===== config.mk =====
export PLATFORM = sky130hd
export DESIGN_NAME = branch_redirect
export DESIGN_NICKNAME = d
export VERILOG_FILES = /design/src/rtl/rv32i_types.sv /design/src/rtl/branch_redirect.sv
export SDC_FILE = /design/constraint.sdc
export NUM_CORES = 1
export LEC_CHECK = 0
export BUFFER_PORTS_ARGS = -buffer_cell sky130_fd_sc_hd__buf_2
export CAP_MARGIN = 20
export CORE_MARGIN = 2
export CORE_UTILIZATION = 49
export DETAILED_ROUTE_END_ITERATION = 16
export GPL_TIMING_DRIVEN = 0
export PLACE_DENSITY = 0.84
export SLEW_MARGIN = 20
export SYNTH_ARGS = -nofsm -noshare
export SYNTH_HDL_FRONTEND = slang
export SYNTH_SLANG_ARGS = --single-unit

===== constraint.sdc =====
create_clock -name clk -period 2.3 [get_ports clk]
set_input_delay 0.46 -clock clk [delete_from_list [all_inputs] [get_ports clk]]
set_output_delay 0.46 -clock clk [all_outputs]
set_load 0.01 [all_outputs]

===== src/rtl/rv32i_types.sv =====
// Shared core types: branch queue entry layout and redirect sequencer definitions.
package rv32i_types;

    localparam int NUM_ROB_ENTRIES_BITS  = 4;
    localparam int REDIRECT_FLUSH_CYCLES = 2;

    typedef struct packed {
        logic [NUM_ROB_ENTRIES_BITS-1:0] rob_idx;
        logic [31:0]                     branch_pc;
    } brq_entry_t;

    typedef enum logic [1:0] {
        IDLE     = 2'd0,
        FLUSH    = 2'd1,
        REDIRECT = 2'd2
    } redirect_state_t;

endpackage


===== src/rtl/branch_redirect.sv =====
// Commit-side mispredict recovery: capture target, hold flush, then offer a
// redirect PC to fetch over valid/ready while counting mispredicts.
module branch_redirect
    import rv32i_types::*;
#(
    parameter int FLUSH_CYCLES = REDIRECT_FLUSH_CYCLES,
    parameter int CNT_WIDTH    = 32
) (
    input  logic                            clk,
    input  logic                            rst,
    input  logic                            mispredict,
    input  brq_entry_t                      br_PC,
    input  logic                            redirect_ready,
    output logic                            redirect_valid,
    output logic [31:0]                     redirect_pc,
    output logic [NUM_ROB_ENTRIES_BITS-1:0] redirect_rob_idx,
    output logic                            flush,
    output logic                            fetch_stall,
    output logic [CNT_WIDTH-1:0]            mispredict_count
);

    redirect_state_t                 state_q, state_d;
    logic [31:0]                     target_q;
    logic [NUM_ROB_ENTRIES_BITS-1:0] rob_q;
    logic [3:0]                      flush_cnt_q;
    logic [CNT_WIDTH-1:0]            count_q;

    // A mispredict always restarts the flush, overriding any pending handshake.
    always_comb begin
        state_d = state_q;
        unique case (state_q)
            IDLE:     if (mispredict) state_d = FLUSH;
            FLUSH:    if (mispredict) state_d = FLUSH;
                      else if (flush_cnt_q == 4'd0) state_d = REDIRECT;
            REDIRECT: if (mispredict) state_d = FLUSH;
                      else if (redirect_ready) state_d = IDLE;
            default:  state_d = IDLE;
        endcase
    end

    always_ff @(posedge clk) begin
        if (rst) begin
            state_q     <= IDLE;
            target_q    <= '0;
            rob_q       <= '0;
            flush_cnt_q <= '0;
            count_q     <= '0;
        end else begin
            state_q <= state_d;
            if (mispredict) begin
                target_q    <= br_PC.branch_pc;
                rob_q       <= br_PC.rob_idx;
                flush_cnt_q <= 4'(FLUSH_CYCLES - 1);
                if (count_q != '1)
                    count_q <= count_q + CNT_WIDTH'(1);
            end else if (state_q == FLUSH && flush_cnt_q != 4'd0) begin
                flush_cnt_q <= flush_cnt_q - 4'd1;
            end
        end
    end

    // Outputs decode only registered state, so no input reaches an output combinationally.
    assign flush            = (state_q == FLUSH);
    assign redirect_valid   = (state_q == REDIRECT);
    assign fetch_stall      = (state_q != IDLE);
    assign redirect_pc      = target_q;
    assign redirect_rob_idx = rob_q;
    assign mispredict_count = count_q;

    assert property (@(posedge clk) disable iff (rst) mispredict |-> !$isunknown(br_PC))
        else $error("branch_redirect: br_PC contains X while mispredict is high");

endmodule


==> flow_metrics.env <==
export IMPL_outcome="complete, no violations"
export IMPL_path_class="reg -> reg"
export IMPL_crit_fanout=6
export IMPL_netlist_instances=336
export IMPL_achievable_frequency_ghz=0.440
export IMPL_fin_nets=510
export IMPL_endpoint_kind="register"
export IMPL_finalSetupViolCount=0
export IMPL_cp_required_ps=2570
export IMPL_fin_util=0.685
export IMPL_p_leak_uw=0.00189
export IMPL_cts_path_max_buffers=2
export IMPL_num_rows=28
export IMPL_hpwl_um=5510
export IMPL_final_cell_mix="buf_2, dfxtp_1, nor2_1"
export IMPL_ant_nets=0
export IMPL_worst_slew_pin_slew_ps=673
export IMPL_clockRootBuffer="clkbuf_8"
export IMPL_initial_core_util=0.515
export IMPL_cts_buffers=9
export IMPL_holdWs_ps=347
export IMPL_cts_tree="done"
export IMPL_syn_area_per_cell_um2=9.24
export IMPL_design_core_area_mm2=0.00603
export IMPL_num_vias=2975
export IMPL_cts_clk_slew_worst_paths_ps=90
export IMPL_cts_sinks=74
export IMPL_skew_ps=8.16
export IMPL_ys_seq_area_frac=0.477
export IMPL_syn_to_final_growth_pct=32.9
export IMPL_clk_latency_ps=340
export IMPL_crit_arrival_ps=2540
export IMPL_hold_viol=0
export IMPL_antenna_found_initial=0
export IMPL_hold_class="in -> reg"
export IMPL_relSlewSlack=0.551
export IMPL_drtPass1Iterations=5
export IMPL_wl_um=8030
export IMPL_drive_above_1_share=0.321
export IMPL_grt_pass1_vias=2812
export IMPL_die_area_mm2=0.00699
export IMPL_synth_top_cell_by_area="dfxtp_1"
export IMPL_p_per_area_mw_per_mm2=694
export IMPL_die_x_um=83.6
export IMPL_die_h_um=83.6
export IMPL_synth_area_leaders="dfxtp_1, mux2i_1, nor2_1, a21oi_1, or3_1"
export IMPL_netlist_area_mm2=0.00310
export IMPL_synth_top_area_frac=0.477
export IMPL_grt_usage=0.221
export IMPL_drv_cap=0
export IMPL_viasPerCell=5.43
export IMPL_fin_crit_sh=0.989
export IMPL_ioPinCount=111
export IMPL_drt_iter0_drc=115
export IMPL_htree_levels=3
export IMPL_gp_congestion=0.810
export IMPL_grt_max_degree=15
export IMPL_grt_first_pass_wirelength_um=12700
export IMPL_post_drt_wl_per_cell_um=14.7
export IMPL_n_antenna_cell=0
export IMPL_synth_seq_cells=74
export IMPL_fin_crit_ps=2270
export IMPL_ir_drop_v=0.000504
export IMPL_grt_overflow=0
export IMPL_finalMaxSlewViolations=0
export IMPL_portBuffers=110
export IMPL_syn_num_nets=378
export IMPL_synth_warnings=0
export IMPL_layout_commonest_cell="buf_2"
export IMPL_synth_cell_types=39
export IMPL_route_detailed_drc=0
export IMPL_cp_start_kind="register"
## per-layer routing
| metal | track usage | wire length (um) | vias to the layer above |
|---|---|---|---|
| li1 | - | - | 1454 |
| met1 | 0.277 | 3360 | 1398 |
| met2 | 0.350 | 3960 | 112 |
| met3 | 0.0762 | 568 | 11 |
| met4 | 0.0880 | 136 | 0 |
| met5 | 0 | 0 | - |
## critical path, stage by stage, from the launching register on
cell      delay [ps]
dfxtp_4          390
ha_2             210
nand2_2           90
or4_4            580
o31ai_4          370
buf_6            170
clkbuf_4         170
o21ai_1           60
a21oi_1          150
## stage by stage
step                setup WS, ps  instances  TNS [ps]  instance area [um^2]  total power, uW
global route               -79.3        548      -333                  4130             2970
global placement           -58.6        521      -207                  3750             1620
finish                      26.4        548         0                  4130             2860
CTS                         8.38        539         0                  4010             2870
floorplan                    138        336         0                  3100             1520
detailed placement          -106        521      -667                  3750             1630
## cell families (layout without fill, tap and decap cells)
| family | Yosys count | count (layout) | synth area share |
|---|---|---|---|
| xor gates and xnor gates | 12 | 12 | 0.0339 |
| DFF | 74 | 74 | 0.477 |
| muxes | 39 | 39 | 0.126 |
| buffers and inverters | 25 | 162 | 0.0326 |
| and+or+nand+nor | 134 | 134 | 0.221 |
| adders and majority gates | 2 | 2 | 0.00806 |
| AOI/OAI and AO/OA | 50 | 50 | 0.101 |
## cells in the mapped netlist
| cell type | instances |
|---|---|
| a2111oi_0 | 1 |
| a21boi_0 | 1 |
| a21oi_1 | 22 |
| a311oi_1 | 2 |
| a41o_1 | 1 |
| and2_1 | 2 |
| and4_1 | 4 |
| buf_1 | 1 |
| buf_6 | 1 |
| clkbuf_1 | 14 |
| dfxtp_1 | 74 |
| ha_1 | 2 |
| inv_1 | 9 |
| mux2_1 | 1 |
| mux2i_1 | 38 |
| nand2_1 | 12 |
| nand2b_1 | 2 |
| nand3_1 | 12 |
| nand4_1 | 8 |
| nand4_2 | 1 |
| nand4b_1 | 3 |
| nor2_1 | 56 |
| nor2b_1 | 2 |
| nor3_1 | 5 |
| nor4_1 | 3 |
| nor4_2 | 1 |
| o211ai_1 | 1 |
| o211ai_2 | 1 |
| o21ai_0 | 11 |
| o21ai_1 | 5 |
| o311ai_2 | 1 |
| o31ai_1 | 3 |
| o31ai_4 | 1 |
| or2_2 | 3 |
| or3_1 | 16 |
| or4_1 | 3 |
| or4_4 | 1 |
| xnor2_1 | 2 |
| xor2_1 | 10 |
## sequential cells by signal, indices dropped and copies added (netlist names)
register          flops
flush_cnt_q           4
mispredict_count     32
state_q               2
redirect_rob_idx      4
redirect_pc          32
## report_power, final
part / switching [uW] / total (uW) / internal (uW)
clock network: 520 / 1250 / 730
registers: 30.1 / 1360 / 1330
logic: 136 / 256 / 119
## layout make-up
class                      instances  area, um^2
tap                               75        93.8
buffer                            16        75.1
multi-input combinational        237        1550
clock inverter                     7         124
inverter                           9        33.8
timing repair buffer             121         633
clock buffer                       9         124
fill                             490        1900
sequential                        74        1490
## worst paths after layout
| path | to | from | cells past startpoint | slack [ps] |
|---|---|---|---|---|
| setup / recovery | mispredict_count[7] | mispredict_count[0] | 8 | 30 |
| hold / removal | redirect_pc[23] | br_PC[23] | 3 | 350 |
| setup reg to reg | mispredict_count[7] | mispredict_count[0] | 8 | 30 |
| hold reg to reg | state_q[0] | state_q[1] | 1 | 490 |
## what timing repair did
item / in CTS / in global routing
setup endpoints to repair: 12 / 9
resized for setup: 1 / 14
pin swaps: 1 / 4
buffers inserted: 2 / 9
hold buffers: 0 / 0
Power figures use the tool's default switching activity.
